$ cat src/rtl/t05_pc_ras.sv
// Program-counter unit with next-PC mode select, circular return-address
// stack and misaligned-target trap redirect.
//
// Ports:
//   clk, clr      clock (rising edge), asynchronous active-high reset
//   stall         holds PC and RAS and suppresses the error pulses
//   mode          next-PC select (HOLD/SEQ/BRANCH/JAL/JALR/RET/TRAP)
//   br_taken      branch condition, only looked at in BRANCH mode
//   link_en       push pc+4 on the RAS during JAL/JALR
//   imm, rs1      sign-extended offset and JALR base register
//   pc_val        registered fetch address
//   pc_plus4      combinational pc_val+4, also the link value
//   ras_count     number of valid RAS entries
//   misalign_err  one-cycle pulse: last redirect target was misaligned
//   ras_underflow one-cycle pulse: RET issued with an empty RAS
module t05_pc_ras #(
  parameter int unsigned     XLEN      = 32,
  parameter int unsigned     RAS_DEPTH = 4,
  parameter logic [XLEN-1:0] RESET_VEC = 32'h0000_0000,
  parameter logic [XLEN-1:0] TRAP_VEC  = 32'h0000_0100,
  localparam int unsigned    PW        = $clog2(RAS_DEPTH),
  localparam int unsigned    CW        = PW + 1
) (
  input  logic            clk,
  input  logic            clr,
  input  logic            stall,
  input  logic [2:0]      mode,
  input  logic            br_taken,
  input  logic            link_en,
  input  logic [XLEN-1:0] imm,
  input  logic [XLEN-1:0] rs1,
  output logic [XLEN-1:0] pc_val,
  output logic [XLEN-1:0] pc_plus4,
  output logic [CW-1:0]   ras_count,
  output logic            misalign_err,
  output logic            ras_underflow
);

  typedef enum logic [2:0] {
    M_HOLD = 3'd0,
    M_SEQ  = 3'd1,
    M_BR   = 3'd2,
    M_JAL  = 3'd3,
    M_JALR = 3'd4,
    M_RET  = 3'd5,
    M_TRAP = 3'd6,
    M_RSV  = 3'd7
  } mode_e;

  localparam logic [CW-1:0] FULL = CW'(RAS_DEPTH);

  logic [XLEN-1:0] pc_q, pc_d;
  logic [PW-1:0]   wp_q, wp_d;
  logic [CW-1:0]   cnt_q, cnt_d;
  logic            mis_q, mis_d;
  logic            und_q, und_d;
  logic [XLEN-1:0] ras_q [RAS_DEPTH];

  logic [XLEN-1:0] tgt;
  logic [XLEN-1:0] jr;
  logic [PW-1:0]   top;
  logic            chk;
  logic            push;
  logic            pop;
  logic            und;
  logic            mis;
  logic            wr_en;

  assign pc_plus4 = pc_q + XLEN'(4);
  assign top      = wp_q - 1'b1;

  always_comb begin
    tgt  = pc_q;
    chk  = 1'b0;
    push = 1'b0;
    pop  = 1'b0;
    und  = 1'b0;
    jr   = rs1 + imm;
    jr[0] = 1'b0;
    case (mode_e'(mode))
      M_SEQ: tgt = pc_plus4;
      M_BR: begin
        if (br_taken) begin
          tgt = pc_q + imm;
          chk = 1'b1;
        end else begin
          tgt = pc_plus4;
        end
      end
      M_JAL: begin
        tgt  = pc_q + imm;
        chk  = 1'b1;
        push = link_en;
      end
      M_JALR: begin
        tgt  = jr;
        chk  = 1'b1;
        push = link_en;
      end
      M_RET: begin
        chk = 1'b1;
        if (cnt_q != '0) begin
          tgt = ras_q[top];
          pop = 1'b1;
        end else begin
          // empty stack: fall back to the JALR target
          tgt = jr;
          und = 1'b1;
        end
      end
      M_TRAP: tgt = TRAP_VEC;
      default: tgt = pc_q;
    endcase
    mis = chk & (tgt[1:0] != 2'b00);
  end

  always_comb begin
    pc_d  = pc_q;
    wp_d  = wp_q;
    cnt_d = cnt_q;
    mis_d = 1'b0;
    und_d = 1'b0;
    wr_en = 1'b0;
    if (!stall) begin
      pc_d  = mis ? TRAP_VEC : tgt;
      mis_d = mis;
      und_d = und;
      if (!mis && push) begin
        wr_en = 1'b1;
        wp_d  = wp_q + 1'b1;
        // full stack: the write lands on the oldest entry
        if (cnt_q != FULL) begin
          cnt_d = cnt_q + 1'b1;
        end
      end else if (!mis && pop) begin
        wp_d  = wp_q - 1'b1;
        cnt_d = cnt_q - 1'b1;
      end
    end
  end

  always_ff @(posedge clk or posedge clr) begin
    if (clr) begin
      pc_q  <= RESET_VEC;
      wp_q  <= '0;
      cnt_q <= '0;
      mis_q <= 1'b0;
      und_q <= 1'b0;
    end else begin
      pc_q  <= pc_d;
      wp_q  <= wp_d;
      cnt_q <= cnt_d;
      mis_q <= mis_d;
      und_q <= und_d;
    end
  end

  // stack storage needs no reset; validity is tracked by cnt_q
  always_ff @(posedge clk) begin
    if (wr_en) begin
      ras_q[wp_q] <= pc_plus4;
    end
  end

  assign pc_val        = pc_q;
  assign ras_count     = cnt_q;
  assign misalign_err  = mis_q;
  assign ras_underflow = und_q;

endmodule

$ cat config.mk
export PLATFORM = sky130hd
export DESIGN_NAME = t05_pc_ras
export DESIGN_NICKNAME = d
export VERILOG_FILES = /design/src/rtl/t05_pc_ras.sv
export SDC_FILE = /design/constraint.sdc
export NUM_CORES = 1
export LEC_CHECK = 0
export BUFFER_PORTS_ARGS = -buffer_cell sky130_fd_sc_hd__clkbuf_2
export CAP_MARGIN = 0
export CELL_PAD_IN_SITES_DETAIL_PLACEMENT = 2
export CELL_PAD_IN_SITES_GLOBAL_PLACEMENT = 2
export CORE_ASPECT_RATIO = 1.1
export CORE_UTILIZATION = 40
export DETAILED_ROUTE_END_ITERATION = 6
export PLACE_DENSITY = 0.86
export RECOVER_POWER = 100
export SYNTH_ARGS = -nofsm -noshare
export SYNTH_HDL_FRONTEND = slang
export SYNTH_SLANG_ARGS = --single-unit
$ cat constraint.sdc
create_clock -name clk -period 6.2 [get_ports clk]
set_clock_uncertainty 0.15 [all_clocks]
set_input_delay 1.24 -clock clk [delete_from_list [all_inputs] [get_ports clk]]
set_output_delay 1.24 -clock clk [all_outputs]
set_load 0.01 [all_outputs]
After elaboration in Yosys (flattened, before gate mapping)
Memory sizes are Yosys's and may differ from the RTL's.
Index checks and enable logic that the tools add are counted.
{"block": "classes", "n_addsub": 7, "eq_ne": 8, "muxes": 22, "bitwise": 2, "reduce_logical": 12}
{"op": "$pmux W32 S6", "n": 1}
{"op": "$mux W32", "n": 3}
{"op": "$add A32 B32 Y32", "n": 2}
{"op": "$add A32 B3 Y32 const B", "n": 1}
{"op": "$mux W1", "n": 12}
{"op": "$eq A3 B3 Y1 const B", "n": 3}
{"op": "$mux W3", "n": 3}
{"op": "$reduce_bool A7 Y1", "n": 1}
{"op": "$eq A3 B2 Y1 const B", "n": 2}
{"op": "$mux W2", "n": 2}
{"op": "$reduce_and A2 Y1", "n": 2}
{"op": "$reduce_bool A2 Y1", "n": 2}
{"op": "$add A3 B1 Y3 const B", "n": 1}
{"op": "$eq A3 B1 Y1 const B", "n": 1}
{"op": "$ne A3 B3 Y1 const B", "n": 1}
{"op": "$reduce_and A3 Y1", "n": 1}
{"op": "$reduce_bool A3 Y1", "n": 1}
{"op": "$reduce_or A3 Y1", "n": 1}
{"op": "$sub A3 B1 Y3 const B", "n": 1}
{"op": "$add A2 B1 Y2 const B", "n": 1}
{"op": "$logic_and A1 B1 Y1", "n": 2}
{"op": "$ne A2 B1 Y1 const B", "n": 1}
{"op": "$pmux W1 S2", "n": 1}
{"op": "$reduce_or A2 Y1", "n": 1}
{"op": "4 further kinds", "n": 4}
{"block": "totals", "register_bits": 39, "ram_bits": 128, "in_bits": 72, "out_inout_bits": 69, "word_cells": 58, "mem_count": 1}
{"name": "ras_q", "words": 4, "word_bits": 32, "read_ports": 1, "rd_clocked_by_memory_dff": 0, "wr": 1, "line": "57", "rtl": "logic [XLEN-1:0] ras_q [RAS_DEPTH];"}

Longest topological paths before layout
An unclocked memory read counts as a cell.
{"block": "depth", "depth_word": 12, "depth_mapped": 12}

Least setup slack after synthesis
Ideal clock, no wire load.
{"block": "synth_timing", "kind": "input port to flip-flop", "from": "in imm[0]", "to": "mem ras_q[0][0], enable pin", "setup_ns": 0.392, "arrival_ns": 3.748, "slack_ns": 1.910, "cell_stages": 8, "path_cell_list": "ha_1 -> inv_1 -> fa_1 -> nand2b_1 -> a22o_1 -> or2_2 -> nor2_1 -> and3_1"}
{"block": "synth_via", "elab_chain_cells": 11, "elab_cells_between_ends": 13, "cone_classes": "2 x add/sub; 7 x mux; 1 x bitwise; 3 x reduce/logical"}
{"element": "start, declared", "line": "30", "rtl": "input logic [XLEN-1:0] imm,"}
{"element": "$add A32 B32 Y32, on equally long branches", "line": "84, 91, 78"}
{"element": "$mux W32, on equally long branches", "line": "83, 102"}
{"element": "$pmux W32 S6 *", "line": "80", "rtl": "case (mode_e'(mode))"}
{"element": "$reduce_bool A2 Y1 *", "line": "114", "rtl": "mis = chk & (tgt[1:0] != 2'b00);"}
{"element": "$and A1 B1 Y1 *", "line": "114"}
{"element": "$logic_not A1 Y1 *", "line": "128", "rtl": "if (!mis && push) begin"}
{"element": "$logic_and A1 B1 Y1 *", "line": "128"}
{"element": "$mux W1 *", "line": "128"}
{"element": "$mux W1 *", "line": "124", "rtl": "if (!stall) begin"}
{"element": "$mux W1 *", "line": "160", "rtl": "if (wr_en) begin"}
{"element": "$mux W1 (not written as such) *", "line": "161", "rtl": "ras_q[wp_q] <= pc_plus4;"}
{"element": "end, declared", "line": "57"}
Mark *: on every way between the ends. The rest lies on a longest branch, timed or not.

Worst setup path in the final report
{"block": "layout_timing", "from": "in imm[0]", "to": "mem ras_q[3][22], enable pin"}
Same word-level chain as after synthesis.

==> flow_summary_export.csv <==
group,metric,value,unit
drt,drt_first_pass_iters,7,
cells_and_area,final_layout_size_suffix_gt1_share,14.61,%
power,finalPower,4.662,mW
logic_synthesis,synth.cell_area,10770,um2
cts,clock_path_buffers,2,
timing,tightest_slew,2.804,ns
cells_and_area,final_common_cell,"edfxtp_1",
power,leakagePower,4.729,nW
placed_design,place.port_buffers,140,
critical_path,critPathCapture,"ras_q[3][22]$_DFFE_PP_",
drt,drt-initial-drc-count,961,
critical_path,rrSetupSlack,1.04,ns
timing,holdWs,0.4284,ns
critical_path,reg2reg_depth,11,
global_routing,track_usage,32.71,%
cts,post_cts_resized,0,
drt,vias,9660,
critical_path,crit_start,"imm[0]",
cts,cts_tree,"built",
logic_synthesis,synth_edf_count,128,
drt,drt-total-wl,43700,um
floorplanning,die_y,174.1,um
logic_synthesis,synthSimpleGateAreaFrac,12.48,%
timing,slew_viol_final,122,
cts,numCtsBuffers,17,
cells_and_area,antenna_cells,0,
cts,hold_buffers,0,
logic_synthesis,synthTopCellsByArea,"edfxtp_1, dfrtp_1, ha_1, mux4_2, xnor2_1",
min_path,hold_path_class,"register to register",
critical_path,end_kind,"register",
cts,post_cts_buffers,0,
timing,fmax,186.7,MHz
logic_synthesis,synth_warnings,0,
critical_path,timing.rr.end,"pc_val[8]$_DFFE_PP0P_",
critical_path,startpoint_type,"input port",
outcome,status,"complete, but fails checks",
cts,root_buffer,"clkbuf_16",
drt,drt-vias-per-instance,6.580,
drt,wl_per_cell,29.77,um
floorplanning,start_util,40.96,%
power,max-vdd-ir-drop,230.0,uV
drt,post-route-drc-count,1,
critical_path,critPathRequiredTime,6.08,ns
drt,ant_nets,0,
global_routing,overflow,0,
logic_synthesis,ys_seq_area_share,44.75,%
global_routing,grt_max_degree,40,
global_routing,grt_pass1_vias,10300,
timing,grt_setup_unrepaired,"false",
critical_path,criticalPathCategory,"input port to register",
cells_and_area,fill_cells,2708,
logic_synthesis,synth_largest_area_cell,"edfxtp_1",
timing,relSlewSlack,-86.96,%
logic_synthesis,ys_types,71,
timing,min_period_over_period,86.41,%
global_routing,antenna_found_initial,0,
cells_and_area,area_growth,14.88,%
logic_synthesis,synthArstFlopShare,23.35,%
power,powerDensity,376.8,nW/um2
outcome,failed_checks,"DRC, capacitance limit, slew limit",
logic_synthesis,synth-compound-area-share,18.47,%
logic_synthesis,ys_seq_elements,167,
cells_and_area,register_area,4821,um2
logic_synthesis,avgSynthCellArea,11.09,um2
logic_synthesis,synth_xor_area_share,6.099,%
run,drv_cap,4,
floorplanning,dieArea,27590,um2
floorplanning,core-area,26300,um2
cts,htreeDepth,4,
timing,layout_min_cycle_time,5.357,ns
placed_design,place_congestion,0.8515,
logic_synthesis,syn-num-nets,1112,
floorplanning,die_w,158.5,um
critical_path,critPathMaxFanout,24,
floorplanning,rows,62,
timing,final.setup.worst_slack,0.8426,ns
logic_synthesis,synth.area.mux_share,7.505,%
cts,clk_latency,0.44,ns
logic_synthesis,synth_top_area_share,35.69,%
critical_path,cp.arrival,5.24,ns
cells_and_area,layout.nets,1244,
critical_path,r2r-start,"wp_q[0]$_DFFE_PP0P_",
floorplanning,pin_count,141,
logic_synthesis,synthFlopType,"edfxtp_1",
logic_synthesis,syn_inst,971,
cells_and_area,finish.utilization,47.05,%
logic_synthesis,yosys.area_share.adder,8.225,%
cells_and_area,multi_input_area,5709,um2
placed_design,dp_hpwl,30860,um
logic_synthesis,synth_top_family_by_area,"compound AO/OA/AOI/OAI gates",
global_routing,grt_pass1_wl,66300,um
placed_design,post-place-ws,1.328,ns
cts,clock_sinks,167,
cells_and_area,final_cell_mix,"edfxtp_1, nand2_1, clkbuf_1",
timing,finalSetupTns,0,ns
cts,clk_pin_slew,0.07,ns
timing,hold_violations,0,
timing,setup_viol,0,
==> per-layer routing <==
metal	routed length, um	track usage (%)
met5	0	0
met4	1698	12.82
met3	2739	4.887
met2	21600	54.31
met1	17670	42.62
==> state kept, by name, indices dropped and copies added (netlist names) <==
name	count
pc_val	32
ras_q	128
misalign_err	1
ras_count	3
wp_q	2
ras_underflow	1
==> how the worst min path moves through the flow <==
| stage | start | endpoint | slack (ns) | depth (start not counted) |
|---|---|---|---|---|
| floorplan | wp_q[1]$_DFFE_PP0P_ | wp_q[1]$_DFFE_PP0P_ | 0.35 | 2 |
| global placement | ras_count[2]$_DFFE_PP0P_ | ras_count[2]$_DFFE_PP0P_ | 0.39 | 1 |
| detailed placement | ras_count[2]$_DFFE_PP0P_ | ras_count[2]$_DFFE_PP0P_ | 0.38 | 1 |
| CTS | ras_count[2]$_DFFE_PP0P_ | ras_count[2]$_DFFE_PP0P_ | 0.43 | 1 |
| global route | ras_count[2]$_DFFE_PP0P_ | ras_count[2]$_DFFE_PP0P_ | 0.47 | 1 |
| finish | ras_count[2]$_DFFE_PP0P_ | ras_count[2]$_DFFE_PP0P_ | 0.43 | 1 |
==> power by group <==
part	switching (mW)	internal, mW
clock network	0.528	0.615
logic	1.23	0.762
registers	0.173	1.35
total	1.93	2.73
==> per-stage QoR <==
step,instances,area (um2)
after global placement,1436,11880
after CTS,1468,12490
after detailed placement,1436,11880
after global routing,1468,12370
final,1468,12370
after floorplan,971,10770
==> critical path: stages <==
cell,delay (ns)
clkbuf_1,0.13
ha_1,0.23
inv_1,0.08
fa_1,0.49
nand2b_1,0.07
a22o_1,0.25
or2_2,0.34
nor2_1,0.52
and3_1,0.55
clkbuf_1,1.31
==> logic make-up (layout without fill, tap and decap cells) <==
logic type                 Yosys count  after routing
xor gates and xnor gates            75             75
muxes                               42             42
adders and majority gates           69             69
AOI/OAI and AO/OA                  285            285
and+or+nand+nor                    267            267
DFF                                167            167
buffers and inverters               66            211
==> cells in the mapped netlist, types with 8 or more instances <==
cell        n
a31oi_1    10
o211ai_1    9
edfxtp_1  128
mux4_2     31
dfrtp_1    39
a22o_1     13
ha_1       66
a21o_1     23
inv_1      25
nand2b_1    9
a22oi_1    11
nand4_1    17
buf_2       9
o21a_1      9
nand2_1    75
nor2_1     53
a211oi_1    8
nand3_1    29
mux2i_1    11
and3_1     14
xor2_1     33
a222oi_1   13
o21ai_0    53
xnor2_1    42
nor3_1     18
clkbuf_1   30
nor2b_1     8
a21oi_1    68
==> cell type report <==
| cell class | instances | area share [%] |
|---|---|---|
| Sequential cell | 167 | 38.96 |
| Clock inverter | 15 | 1.486 |
| Clock buffer | 17 | 3.438 |
| Timing Repair Buffer | 154 | 5.653 |
| Tap cell | 352 | 3.560 |
| Multi-Input combinational cell | 738 | 46.14 |
| Inverter | 25 | 0.7584 |
Note: power is estimated with default switching activity, not from simulation.
